<file path="src/rtl/button_debounce.sv">
// Two-flop synchroniser, per-button stability filter, press/release pulses and a press counter.
// Define BTN_LONGPRESS_EN to add the per-button btn_long hold-time pulse output.
module button_debounce #(
  parameter int N_BTNS          = 2,
  parameter int DEBOUNCE_CYCLES = 100000,
  parameter bit ACTIVE_LOW      = 1'b1,
  parameter int CNT_W           = 8,
  parameter int LONG_CYCLES     = 10000000
) (
  input  logic              clk,
  input  logic              rst,
  input  logic [N_BTNS-1:0] btn,
  output logic [N_BTNS-1:0] btn_state,
  output logic [N_BTNS-1:0] btn_press,
  output logic [N_BTNS-1:0] btn_release,
  output logic [CNT_W-1:0]  press_count
`ifdef BTN_LONGPRESS_EN
  ,
  output logic [N_BTNS-1:0] btn_long
`endif
);

  localparam int DB_W = $clog2(DEBOUNCE_CYCLES);
  localparam logic [DB_W-1:0] DB_LAST = DB_W'(DEBOUNCE_CYCLES - 1);
  localparam logic [N_BTNS-1:0] RELEASED_PIN = {N_BTNS{ACTIVE_LOW}};

  logic [N_BTNS-1:0] sync1_q;
  logic [N_BTNS-1:0] sync2_q;
  logic [N_BTNS-1:0] level;

  // Reset to the idle pin level so a released button is not seen as a press.
  always_ff @(posedge clk or posedge rst) begin
    if (rst) begin
      sync1_q <= RELEASED_PIN;
      sync2_q <= RELEASED_PIN;
    end else begin
      sync1_q <= btn;
      sync2_q <= sync1_q;
    end
  end

  assign level = sync2_q ^ RELEASED_PIN;

  genvar gi;
  generate
    for (gi = 0; gi < N_BTNS; gi++) begin : g_btn
      logic [DB_W-1:0] cnt_q;
      logic [DB_W-1:0] cnt_d;
      logic            stable_q;
      logic            stable_d;
      logic            press_q;
      logic            press_d;
      logic            rel_q;
      logic            rel_d;

      always_comb begin
        cnt_d    = '0;
        stable_d = stable_q;
        press_d  = 1'b0;
        rel_d    = 1'b0;
        if (level[gi] != stable_q) begin
          if (cnt_q == DB_LAST) begin
            stable_d = level[gi];
            press_d  = level[gi];
            rel_d    = ~level[gi];
          end else begin
            cnt_d = cnt_q + 1'b1;
          end
        end
      end

      always_ff @(posedge clk or posedge rst) begin
        if (rst) begin
          cnt_q    <= '0;
          stable_q <= 1'b0;
          press_q  <= 1'b0;
          rel_q    <= 1'b0;
        end else begin
          cnt_q    <= cnt_d;
          stable_q <= stable_d;
          press_q  <= press_d;
          rel_q    <= rel_d;
        end
      end

      assign btn_state[gi]   = stable_q;
      assign btn_press[gi]   = press_q;
      assign btn_release[gi] = rel_q;

`ifdef BTN_LONGPRESS_EN
      localparam int LG_W = $clog2(LONG_CYCLES + 1);
      localparam logic [LG_W-1:0] LG_LAST = LG_W'(LONG_CYCLES - 1);
      localparam logic [LG_W-1:0] LG_MAX  = LG_W'(LONG_CYCLES);

      logic [LG_W-1:0] hold_q;
      logic [LG_W-1:0] hold_d;
      logic            long_q;
      logic            long_d;

      // Counter saturates at LONG_CYCLES so the pulse fires once per press.
      always_comb begin
        hold_d = hold_q;
        long_d = 1'b0;
        if (!stable_q) begin
          hold_d = '0;
        end else if (hold_q != LG_MAX) begin
          hold_d = hold_q + 1'b1;
          long_d = (hold_q == LG_LAST) && stable_d;
        end
      end

      always_ff @(posedge clk or posedge rst) begin
        if (rst) begin
          hold_q <= '0;
          long_q <= 1'b0;
        end else begin
          hold_q <= hold_d;
          long_q <= long_d;
        end
      end

      assign btn_long[gi] = long_q;
`endif
    end
  endgenerate

  logic [CNT_W-1:0] press_count_q;
  logic [CNT_W-1:0] press_count_d;

  always_comb begin
    press_count_d = press_count_q;
    for (int i = 0; i < N_BTNS; i++) begin
      press_count_d = press_count_d + CNT_W'(btn_press[i]);
    end
  end

  always_ff @(posedge clk or posedge rst) begin
    if (rst) begin
      press_count_q <= '0;
    end else begin
      press_count_q <= press_count_d;
    end
  end

  assign press_count = press_count_q;

endmodule

</file>
<file path="config.mk">
export PLATFORM = sky130hd
export DESIGN_NAME = button_debounce
export DESIGN_NICKNAME = d
export VERILOG_FILES = /design/src/rtl/button_debounce.sv
export SDC_FILE = /design/constraint.sdc
export NUM_CORES = 1
export LEC_CHECK = 0
export CORE_UTILIZATION = 52
export CTS_BUF_LIST = sky130_fd_sc_hd__clkbuf_4 sky130_fd_sc_hd__clkbuf_8 sky130_fd_sc_hd__clkbuf_16
export DETAILED_ROUTE_END_ITERATION = 12
export GPL_ROUTABILITY_DRIVEN = 0
export GPL_TIMING_DRIVEN = 0
export MAX_ROUTING_LAYER = met4
export PLACE_DENSITY = 0.87
export RECOVER_POWER = 50
export SETUP_SLACK_MARGIN = 0.05
export SYNTH_ARGS = -nofsm -noshare
export SYNTH_HDL_FRONTEND = slang
export SYNTH_SLANG_ARGS = --single-unit
</file>
<file path="constraint.sdc">
create_clock -name clk -period 1.68 [get_ports clk]
set_clock_uncertainty 0.2 [all_clocks]
set_input_delay 0.336 -clock clk [delete_from_list [all_inputs] [get_ports clk]]
set_output_delay 0.336 -clock clk [all_outputs]
set_load 0.01 [all_outputs]
</file>
## Word level (Yosys, flattened, before mapping)

Cells that the tools add are included.

| operators by class | value |
|---|---|
| $add $sub $neg | 4 |
| eq/ne operators | 4 |
| multiplexer cells | 12 |
| bitwise gates (word level) | 3 |
| reduce and logical (&&, ||, !) cells | 2 |

Operators by type and width:

| kind | number |
|---|---|
| 2-to-1 mux 17 bit | 4 |
| adder 17 x 1 -> 17 bit (second input constant) | 2 |
| equality test 17 bit (second input constant) | 2 |
| adder 8 x 1 -> 8 bit | 2 |
| 2-to-1 mux 1 bit | 8 |
| AND reduction 2 bit | 2 |
| inequality test 1 bit | 2 |
| inverter 1 bit | 2 |
| inverter 2 bit | 1 |

| word-level totals | value |
|---|---|
| register bits | 52 |
| bits of input ports | 4 |
| output and inout port bits | 14 |
| word-level logic and storage cells | 36 |

## Depth between registers and ports, before layout

Gate-level depths: netlist (run 1).

| logic depth | value |
|---|---|
| depth in word-level cells | 4 |
| gate-level depth with buffers | 6 |
| gate-level depth less buffers | 6 |

## Worst setup path before layout (run 1)

Ideal clock, no wire load.

| path | value |
|---|---|
| path kind | reg2reg |
| start point | reg g_btn[1].cnt_q[0] |
| end point | reg g_btn[1].cnt_q[8] |
| library setup time | 0.119 ns |
| data arrival time | 1.345 ns |
| path slack | 0.017 ns |
| cell stages (with the launch flop) | 7 |
| path buffers | 1 |
| clock period less this slack | 1.663 ns |
| path through | dfrtp_1 ha_1 and4_1 nand4_2 nand2_2 buf_6 nor2_1 |

| on the way | value |
|---|---|
| longest elaborated chain between the ends | 3 |
| elaborated cells between the ends (all ways) | 4 |

Ends and longest elaborated chain:

| element | line | text |
|---|---|---|
| start: declaration | 47 | `logic [DB_W-1:0] cnt_q;` |
| start signal: assignment | 79 | `cnt_q <= cnt_d;` |
| adder 17 x 1 -> 17 bit or equality test 17 bit (tied branches) | 67, 62 |  |
| 2-to-1 mux 17 bit * | 62 | `if (cnt_q == DB_LAST) begin` |
| 2-to-1 mux 17 bit * | 61 | `if (level[gi] != stable_q) begin` |
| named net g_btn[1].cnt_d[8] | 48 | `logic [DB_W-1:0] cnt_d;` |

Mark *: on every way through the listed nets, which the timed path passes. The rest lies on a longest branch.
A chain may end at the register's enable or synchronous reset.

## Worst setup path in the final report (run 1)

| path | value |
|---|---|
| start point | reg g_btn[1].cnt_q[1] |
| end point | reg g_btn[1].cnt_q[16] |

Same word-level chain as after synthesis.

==> results of run 1 <==
[cells by family (layout without fill, tap and decap cells)]
| family | count (synthesis) | after routing | share of synthesized area |
|---|---|---|---|
| flops | 52 | 52 | 0.5095 |
| fa+ha+maj | 4 | 4 | 0.02245 |
| simple gates | 111 | 111 | 0.2879 |
| xor+xnor | 37 | 37 | 0.1264 |
| compound gates | 4 | 4 | 0.009268 |
| buf+inv | 20 | 75 | 0.04441 |
[sequential cells by signal, indices dropped and copies added, names as in the netlist]
signal and flops:
sync1_q 2, g_btn.cnt_q 34, press_count 8, sync2_q 2, g_btn.stable_q 2, g_btn.rel_q 2
g_btn.press_q 2
[stage by stage]
step             util  power, uW  setup TNS, ps
6_report       0.7401       2216         -96.10
5_1_grt        0.7401       2290          -1132
4_1_cts        0.6562       2165              0
3_5_place_dp   0.5995       1397          -7793
3_3_place_gp   0.5995       1396          -7422
2_1_floorplan       -       1370              0
[cells in the final DEF (no fill, tap or decap), types with 4 or more instances in the layout]
cell type,netlist,routed
buf_4,6,30
clkbuf_8,0,6
clkdlybuf4s15_1,0,5
dfrtp_1,48,35
dfrtp_2,0,13
dfstp_2,4,4
dlygate4sd2_1,0,8
inv_1,11,8
nand2_1,15,14
nand3_1,12,11
nand4_1,6,6
nand4_4,3,6
nor2_1,31,16
nor2_2,6,11
nor2_4,0,10
nor3_1,11,7
nor3_2,0,4
nor4_4,1,5
xnor2_1,29,25
xnor2_2,0,4
xor2_1,8,8
[power groups by stage]
stage / clock, uW / combinational, uW / sequential (uW)
2_1_floorplan: 0 / 60.5 / 1310
6_report: 756 / 168 / 1290
5_1_grt: 814 / 181 / 1290
4_1_cts: 762 / 115 / 1290
3_3_place_gp: 0 / 81.9 / 1310
3_5_place_dp: 0 / 82.8 / 1310
[area by class of cell]
class / count / area [um2]
repair buffers: 46 / 419.2
well taps: 67 / 83.83
inverters: 11 / 45.04
repair inverters: 1 / 7.507
multi-input cells: 156 / 1440
clock buffers: 7 / 90.09
fillers: 265 / 1227
clock inverters: 1 / 7.507
flip-flops and latches: 52 / 1323
plain buffers: 9 / 80.08
[worst paths after layout]
kind / start / to / depth (start not counted)
worst max-delay path: g_btn[1].cnt_q[1]$_DFF_PP0_ / g_btn[1].cnt_q[16]$_DFF_PP0_ / 5
worst min-delay path: sync1_q[1]$_DFF_PP1_ / sync2_q[1]$_DFF_PP1_ / 0
worst max register to register: g_btn[1].cnt_q[1]$_DFF_PP0_ / g_btn[1].cnt_q[16]$_DFF_PP0_ / 5
worst min register to register: sync1_q[1]$_DFF_PP1_ / sync2_q[1]$_DFF_PP1_ / 0
max in group asynchronous: rst / g_btn[0].cnt_q[11]$_DFF_PP0_ / 2
min in group asynchronous: rst / g_btn[0].cnt_q[1]$_DFF_PP0_ / 2
[routing by layer]
| metal | global-route usage | routed length [um] | vias up | share of wire |
|---|---|---|---|---|
| li1 | - | - | 880 | - |
| met3 | 0.04722 | 210 | 11 | 0.034 |
| met1 | 0.2727 | 2669 | 983 | 0.43 |
| met2 | 0.3240 | 3145 | 47 | 0.51 |
| met5 | - | 0 | - | 0 |
| met4 | 0.09586 | 144 | 0 | 0.023 |
[timing repair]
item	in CTS	in global routing
setup buffers	16	11
endpoints found under the setup margin	51	42
pin swaps	6	30
gates resized for setup	30	66
gates cloned	0	3
==> summary.md, run 1 <==
| Metric | Value |
|---|---|
| Post-route antenna net violation count | `0` |
| Failing checks | `negative setup slack` |
| Slew margin rel. | `0.5952` |
| Core ar. | `about 4700 um2` |
| Vias per cell | `5.489` |
| Fraction of registers with async set/reset | `1.000` |
| Crit path max-delay family | `simple AND/OR/NAND/NOR gates` |
| Critical path type | `register to register` |
| Startpoint type of the worst setup path | `register` |
| Clock tree from TritonCTS | `done` |
| Max incr delay on CP | `420 ps` |
| Largest net degree at the start of global routing | `53` |
| Post-synth top flop | `dfrtp_1` |
| Die W | `72.22 um` |
| Post-route cell area | `3496 um2` |
| Sequential area share after synthesis | `0.5095` |
| Mean Syn Cell Area | `~11 um2` |
| RSZ-0062 raised after global routing | `yes` |
| Die ar. | `5215 um2` |
| Leakage | `0.001504 uW` |
| Critical Path RT | `1710 ps` |
| CTS hold repair buffers | `0` |
| Clock Latency Late Sink | `310 ps` |
| Post-synthesis register bit count | `52` |
| IO Port Bufs | `17` |
| Initial antenna violation count | `0` |
| EDFF count, synth | `0` |
| Clock root buffer | `clkbuf_8` |
| Sequential share of power | `0.583` |
| Clock transition at path regs | `around 90 ps` |
| Clock buffer count from CTS | `5` |
| Die Ht | `72.22 um` |
| Most frequent cells after synthesis | `48 x dfrtp_1, 31 x nor2_1, 29 x xnor2_1` |
| IO Count | `18` |
| WHS | `between 150 and 200 ps` |
| Clock network power share | `0.341` |
| Slew @ Worst Pin | `606.0 ps` |
| Initial core utilization | `0.5428` |
| First-pass GRT wire length | `8086 um` |
| Buf/Inv on CP | `0` |
| Placed inst area | `2831 um2` |
| Final #Nets | `290` |
| Synth top area share | `0.4685` |
| CTS H-Tree Depth | `2` |
| Area Growth Syn to Fin | `36.36%` |
| Post-Syn Nets | `about 240` |
| Crit-path max FO | `4` |
| Switching power of the nets | `519.9 uW` |
| Total grt overflow | `0` |
| CP arrival | `1780 ps` |
| Vias in the first global route | `around 1.7k` |
| Synth Instances | `~230` |
| Hold Path Class | `register to register` |
| DRT Pass-1 Iters | `4` |
| Cell mode on critical path | `nand4_1` |
| Total track usage | `0.2126` |
| DRC viols | `0` |
| Unique cell type count in the Yosys netlist | `33` |
| CP Capture Type | `register` |
| F_max | `around 570 MHz` |
| Initial DRC count | `103` |
| Logic pwr share | `0.076` |
| Int Pwr | `approximately 1700 uW` |
| Worst Slack Setup Final | `-64.86 ps` |
| Share of cells above drive strength 1 | `0.4558` |
| Tmin final | `1745 ps` |
| Crit-path slowest cell | `dfrtp_1` |
| Warnings, synthesis | `0` |
| Max-slew violation count | `0` |
| CTS Buffer Depth | `2` |
| Synth area leaders | `dfrtp_1 47%, xnor2_1 9.9%, nor2_1 4.5%` |
| Status | `finished with violations` |
| Power Density | `633.9 nW/um2` |
| Max-cap viol count | `0` |
| Cell taking the most area after synthesis | `dfrtp_1` |
| Vias | `1921` |
| Post-route insts no fill | `350` |
| DR WL/cell | `~18 um` |
| Ant diodes | `0` |
| Std-Cell Rows | `25` |
| Final Hold Viols | `0` |
| Post-detail-place hpwl | `2938 um` |
| Worst-path cell chain | `ha_4 -> nand4_1 -> nor2_1 -> nand4_1 -> a21oi_1` |
| Post-Place Worst Slack | `-135.5 ps` |
| Clock sink count | `52` |
| Final setup fails | `4` |
| Max VDD drop | `about 0.00048 V` |
| R2R setup slack | `-60 ps` |
| Switch share | `0.2346` |
| Cell area after synthesis | `2564 um2` |
| Routed WL | `6169 um` |
| Top-count cell post-synth | `dfrtp_1` |
| Cells after DPL | `312` |
| Fin crit share | `1.039` |
(Power assumes the default switching activity.)
==> run 2: changes to the inputs <==
--- a/config.mk
+++ b/config.mk
@@ -5,6 +5,7 @@
 export SDC_FILE = /design/constraint.sdc
 export NUM_CORES = 1
 export LEC_CHECK = 0
+export CORE_MARGIN = 2
 export CORE_UTILIZATION = 52
 export CTS_BUF_LIST = sky130_fd_sc_hd__clkbuf_4 sky130_fd_sc_hd__clkbuf_8 sky130_fd_sc_hd__clkbuf_16
 export DETAILED_ROUTE_END_ITERATION = 12
==> run 2 against run 1 <==
Compared with the run above: the run still ends with negative setup slack left; highest routed layer unchanged; sequential share of layout area grew 0.54 points; first-iteration DRC count increased by 6.8%; final area shrank 1.8%; register-to-register slack is essentially flat; sequential cell count is the same; clock power grew 15%; via count grew 1.4%.
==> summary.md, run 2 (synthesis results as in run 1) <==
| Metric | Value |
|---|---|
| Status | `finished with violations` |
| Failing checks | `negative setup slack` |
| Max VDD drop | `0.0006097 V (+28%)` |
| DRC viols | `0 (unchanged)` |
| Switch share | `0.2229 (-0.01168)` |
| Initial core utilization | `0.5428 (unchanged)` |
| CTS H-Tree Depth | `2 (unchanged)` |
| Vias | `1948 (+1.4%)` |
| Max-cap viol count | `0 (unchanged)` |
| Total track usage | `0.2112 (-0.001418)` |
| CP arrival | `1730 ps (-50 ps)` |
| Clock sink count | `52 (unchanged)` |
| Vias per cell | `5.614 (+2.3%)` |
| Final Hold Viols | `0 (unchanged)` |
| Vias in the first global route | `1863 (+6.9%)` |
| Max FFs per register | `34 (unchanged)` |
| Critical Path RT | `1670 ps (-40 ps)` |
| Area Growth Syn to Fin | `33.92%` |
| Total grt overflow | `0 (unchanged)` |
| F_max | `576.2 MHz (+0.53%)` |
| CTS hold repair buffers | `0 (unchanged)` |
| Clock tree from TritonCTS | `done` |
| Initial antenna violation count | `0 (unchanged)` |
| Max incr delay on CP | `430 ps (about the same)` |
| Final #Nets | `287 (-1.0%)` |
| Power Density | `671.2 nW/um2 (+5.9%)` |
| Core ar. | `4723 um2 (unchanged)` |
| DRT Pass-1 Iters | `5 (+1)` |
| Clock network power share | `0.376 (+0.035)` |
| Hold Path Class | `register to register` |
| CP Capture Type | `register` |
| Die W | `74.22 um (+2.8%)` |
| Routed WL | `6093 um (-1.2%)` |
| Final setup fails | `13 (+9)` |
| Clock Latency Late Sink | `310 ps (about the same)` |
| Total power draw | `2304 uW (+4.0%)` |
| CTS Buffer Depth | `2 (unchanged)` |
| Switching power of the nets | `513.7 uW (-1.2%)` |
| Critical path type | `register to register` |
| Largest Register | `g_btn.cnt_q` |
| Tmin final | `1736 ps (-9.201 ps)` |
| Initial DRC count | `110 (+6.8%)` |
| DR WL/cell | `17.56 um (-0.38%)` |
| Die ar. | `5508 um2 (+5.6%)` |
| Int Pwr | `1791 uW (+5.6%)` |
| RSZ-0062 raised after global routing | `yes` |
| Crit-path max FO | `5 (+1)` |
| Post-layout util | `0.7269 (-0.01325)` |
| Worst-path cell chain | `ha_4 -> and4_4 -> nand4_4 -> nand2_4 -> clkbuf_16 -> nor2_2` |
| Clock buffer count from CTS | `5 (unchanged)` |
| Logic pwr share | `0.064 (-0.012)` |
| Worst Slack Setup Final | `-55.66 ps (+9.201 ps)` |
| Leakage | `0.001486 uW (-1.2%)` |
| Largest net degree at the start of global routing | `53 (unchanged)` |
| Post-route antenna net violation count | `0 (unchanged)` |
| Startpoint type of the worst setup path | `register` |
| IO Count | `18 (unchanged)` |
| Fin crit share | `1.033 (-0.005477)` |
| Ant diodes | `0 (unchanged)` |
| Most frequent cells in the layout | `39 x dfrtp_1, 30 x buf_4, 26 x xnor2_1` |
| Sequential share of power | `0.560 (-0.023)` |
| Slew margin rel. | `0.6074 (+0.01223)` |
| IO Port Bufs | `17 (unchanged)` |
| Slew @ Worst Pin | `587.7 ps (-18.31 ps)` |
| Crit-path slowest cell | `dfrtp_1` |
| WHS | `160.5 ps (+0.7880 ps)` |
| Max-slew violation count | `0 (unchanged)` |
| Clock transition at path regs | `100 ps (about the same)` |
| Clock root buffer | `clkbuf_8` |
| First-pass GRT wire length | `8618 um (+6.6%)` |
| Std-Cell Rows | `25 (unchanged)` |
| Share of cells above drive strength 1 | `0.4357 (-0.02012)` |
| Most common cell after layout, fill and taps aside | `dfrtp_1` |
| Die Ht | `74.22 um (+2.8%)` |
| Post-detail-place hpwl | `3069 um (+4.5%)` |
==> run 2: cell count changes in the layout (fill, tap and decap cells not counted), sizes merged <==
cell and change:
bufinv +1, buf -1, clkbuf -3, clkinvlp -1, clkinv +1, dlygate4sd2 +1, clkdlybuf4s15 -1
==> run 2: metal layers <==
metal / track usage / part of all wire / vias up
li1: - / - / 866
met1: 0.2711 / 0.41 / 967
met2: 0.3343 / 0.51 / 87
met3: 0.04065 / 0.051 / 28
met4: 0.07937 / 0.037 / 0
met5: - / 0 / -
==> run 2: critical path: cells and delay by family, from the launching register on <==
| family | cells | cell delay [ps] |
|---|---|---|
| fa+ha+maj | 1 | 200 |
| buf+inv | 1 | 180 |
| flops | 1 | 430 |
| simple gates | 4 | 600 |
==> run 2: power by group through the flow <==
stage	Combinational (uW)	Sequential [uW]	Clock, uW
floorplan	60.5	1310	0
global placement	81.6	1310	0
global route	160	1290	929
detailed placement	85.0	1310	0
finish	146	1290	866
CTS	117	1290	861
==> run 2: area by class of cell <==
type / instances / area, um2
Multi-Input combinational cell: 156 / 1411
Sequential cell: 52 / 1318
Fill cell: 310 / 1290
Timing Repair Buffer: 43 / 376.6
Tap cell: 67 / 83.83
Buffer: 9 / 80.08
Clock buffer: 6 / 76.32
Inverter: 11 / 45.04
Clock inverter: 2 / 35.03
Timing Repair inverter: 1 / 7.507
==> run 2: timing repair <==
item	CTS	global route
endpoints found under the setup margin	51	37
gates resized for setup	32	54
pin swaps	7	23
gates cloned	0	2
setup buffers	18	7
==> run 2: per-stage QoR <==
stage	worst slack, ps	setup TNS, ps	instance area, um2	instances
2_1_floorplan	51.15	0	2577	228
3_3_place_gp	-166.4	-8369	2831	312
3_5_place_dp	-189.7	-9266	2831	312
4_1_cts	5.401	0	3144	338
5_1_grt	-141.7	-1914	3433	347
6_report	-55.66	-327.2	3433	347
==> run 2: path summary, 6_finish.rpt <==
check                                                    to  cells past startpoint  slack, ps                         from
min in group asynchronous       g_btn[0].cnt_q[1]$_DFF_PP0_                      2        460                          rst
worst max register to register  g_btn[0].cnt_q[8]$_DFF_PP0_                      6        -60  g_btn[0].cnt_q[0]$_DFF_PP0_
worst min-delay path                   sync2_q[1]$_DFF_PP1_                      0        160         sync1_q[1]$_DFF_PP1_
worst max-delay path            g_btn[0].cnt_q[8]$_DFF_PP0_                      6        -60  g_btn[0].cnt_q[0]$_DFF_PP0_
worst min register to register         sync2_q[1]$_DFF_PP1_                      0        160         sync1_q[1]$_DFF_PP1_
max in group asynchronous       g_btn[0].cnt_q[8]$_DFF_PP0_                      2        440                          rst
==> run 3: changes to the inputs <==
==> constraint.sdc (replaced) <==
create_clock -name clk -period 1.51 [get_ports clk]
set_clock_uncertainty 0.2 [all_clocks]
set_input_delay 0.302 -clock clk [delete_from_list [all_inputs] [get_ports clk]]
set_output_delay 0.302 -clock clk [all_outputs]
set_load 0.01 [all_outputs]
==> run 3 against run 2 <==
Compared with the run above: the flow still finishes with violations (negative setup slack); global-route usage up 3.2 points; register-to-register slack worse by 170 ps; combinational power increased by 43%; non-clock buffer count grew 12; fmax is essentially flat; sequential share of layout area shrank 1.9 points; first-iteration DRC count up 22%; final cell count grew 3.2%; sequential power up 12%; via count is 1.8% higher; critical path depth fell by 1; sequential cell count unchanged; highest routed layer unchanged.
==> summary.md, run 3 (synthesis results as in run 1) <==
| Metric | Value |
|---|---|
| Final Hold Viols | `0 (unchanged)` |
| Total grt overflow | `0 (unchanged)` |
| Slew @ Worst Pin | `1089 ps (+500.9 ps)` |
| DR WL/cell | `18.59 um (+5.9%)` |
| Cells after DPL | `312 (unchanged)` |
| Fin crit share | `1.150 (+0.1168)` |
| Buf/Inv on CP | `1 (unchanged)` |
| Clock tree from TritonCTS | `done` |
| IO Count | `18 (unchanged)` |
| Tmin final | `1736 ps (+0.8043 ps)` |
| Total track usage | `0.2433 (+0.03207)` |
| Seq. cell area | `1323 um2 (+0.38%)` |
| Multi-input logic area | `1448 um2 (+2.6%)` |
| Clock root buffer | `clkbuf_8` |
| Slew margin rel. | `0.2728 (-0.3346)` |
| R2R cell count | `5 (-1)` |
| Core ar. | `4723 um2 (unchanged)` |
| Vias per cell | `5.542 (-1.3%)` |
| CTS H-Tree Depth | `2 (unchanged)` |
| Clock sink count | `52 (unchanged)` |
| CTS hold repair buffers | `0 (unchanged)` |
| Startpoint type of the worst setup path | `register` |
| Hold depth | `0 (unchanged)` |
| Largest net degree at the start of global routing | `53 (unchanged)` |
| First-pass GRT wire length | `9625 um (+12%)` |
| Initial antenna violation count | `0 (unchanged)` |
| Hold Path Class | `register to register` |
| Max incr delay on CP | `470 ps (+40 ps)` |
| Setup_tns | `-6147 ps (-5819 ps)` |
| Post-route insts no fill | `358 (+3.2%)` |
| Ant diodes | `0 (unchanged)` |
| Die ar. | `5508 um2 (unchanged)` |
| Worst path depth | `5 (-1)` |
| Std-Cell Rows | `25 (unchanged)` |
| Int Pwr | `2007 uW (+12%)` |
| Most common cell after layout, fill and taps aside | `dfrtp_1` |
| Clock buffer count from CTS | `5 (unchanged)` |
| Max-cap viol count | `0 (unchanged)` |
| Vias in the first global route | `1925 (+3.3%)` |
| Failing checks | `negative setup slack` |
| Worst Slack Setup Final | `-226.5 ps (-170.8 ps)` |
| Power Density | `724.1 nW/um2 (+7.9%)` |
| Most frequent cells in the layout | `35 x dfrtp_1, 28 x xnor2_1, 26 x buf_4` |
| RSZ-0062 raised after global routing | `yes` |
| Worst-path cell chain | `nor4b_4 -> nand4_4 -> nand2_4 -> clkbuf_16 -> nor2_4` |
| Vias | `1984 (+1.8%)` |
| IO Port Bufs | `17 (unchanged)` |
| Clock network power share | `0.372 (-0.004)` |
| WHS | `160.6 ps (+0.02600 ps)` |
| Crit-path max FO | `5 (unchanged)` |
| Crit path max-delay family | `simple AND/OR/NAND/NOR gates` |
| Max-slew violation count | `0 (unchanged)` |
| Largest Register | `g_btn.cnt_q` |
| Max FFs per register | `34 (unchanged)` |
| Critical Path RT | `1510 ps (-160 ps)` |
| Clock Latency Late Sink | `320 ps (about the same)` |
| Layout fillers | `264 (-15%)` |
| Final #Nets | `298 (+3.8%)` |
| Post-route cell area | `3626 um2 (+5.6%)` |
| Die W | `74.22 um (unchanged)` |
| Initial core utilization | `0.5428 (unchanged)` |
| Clock transition at path regs | `90 ps (about the same)` |
| Switching power of the nets | `618.8 uW (+20%)` |
| Post-route antenna net violation count | `0 (unchanged)` |
| Switch share | `0.2357 (+0.01275)` |
| Placed inst area | `2863 um2 (+1.1%)` |
| Final setup fails | `42 (+29)` |
| Status | `finished with violations` |
| Routed WL | `6654 um (+9.2%)` |
| Leakage | `0.001510 uW (+1.6%)` |
| Share of cells above drive strength 1 | `0.5670 (+0.1313)` |
| DRT Pass-1 Iters | `4 (-1)` |
| F_max | `575.9 MHz (about the same)` |
| Sequential share of power | `0.548 (-0.012)` |
| Max VDD drop | `0.0009267 V (+52%)` |
| CP Capture Type | `register` |
| Die Ht | `74.22 um (unchanged)` |
| Logic pwr share | `0.080 (+0.016)` |
| CP arrival | `1740 ps (about the same)` |
| Crit-path slowest cell | `dfrtp_2` |
| Post-detail-place hpwl | `2962 um (-3.5%)` |
| Area Growth Syn to Fin | `41.43%` |
| CTS Buffer Depth | `2 (unchanged)` |
| Critical path type | `register to register` |
| Initial DRC count | `134 (+22%)` |
| Post-layout util | `0.7677 (+0.04080)` |
| DRC viols | `0 (unchanged)` |
==> run 3: cell types whose count changed in the layout (fill, tap and decap cells not counted), moves of 8 or more <==
cell / change
buf_6: +18
nor2_2: +11
nor2_1: -10
dlygate4sd2_1: -8
==> run 3: worst paths after layout <==
kind	startpoint	end	slack [ps]
max	g_btn[1].cnt_q[12]$_DFF_PP0_	g_btn[1].cnt_q[9]$_DFF_PP0_	-230
min	sync1_q[0]$_DFF_PP1_	sync2_q[0]$_DFF_PP1_	160
max reg2reg	g_btn[1].cnt_q[12]$_DFF_PP0_	g_btn[1].cnt_q[9]$_DFF_PP0_	-230
min reg2reg	sync1_q[0]$_DFF_PP1_	sync2_q[0]$_DFF_PP1_	160
max in group asynchronous	rst	g_btn[1].cnt_q[11]$_DFF_PP0_	280
min in group asynchronous	rst	press_count[5]$_DFF_PP0_	180
==> run 3: per-layer routing <==
layer | up-vias | track usage | wire, um
met4 | 0 | 0.09921 | 172
met1 | 1005 | 0.3034 | 2829
met5 | - | - | 0
met2 | 67 | 0.3879 | 3380
met3 | 14 | 0.05149 | 271
li1 | 898 | - | -
==> run 3: metrics by stage <==
step           setup WS, ps  total power, uW
2_1_floorplan        -108.8             1530
3_3_place_gp         -292.7             1559
3_5_place_dp         -293.2             1564
4_1_cts              -168.3             2584
5_1_grt              -262.7             2706
6_report             -226.5             2626
==> run 3: power groups by stage <==
stage	clock network, uW	logic (uW)	registers [uW]
floorplan	0	70.2	1460
global placement	0	94.8	1460
detailed placement	0	99.0	1470
CTS	977	172	1430
global route	1040	222	1440
finish	977	209	1440
==> run 3: timing repair <==
item                       4_1_cts  5_1_grt
cloned                           1        1
setup buffers                   31        9
gates resized for setup         92       59
pin swaps                       24       16
setup endpoints to repair       60       59
==> run 3: cell type report <==
cell class	count	share of cell area
clock inverters	3	0.01173
repair buffers	57	0.1498
flip-flops and latches	52	0.3647
clock buffers	5	0.01898
well taps	67	0.02312
inverters	11	0.01242
multi-input cells	156	0.3992
plain buffers	7	0.02001
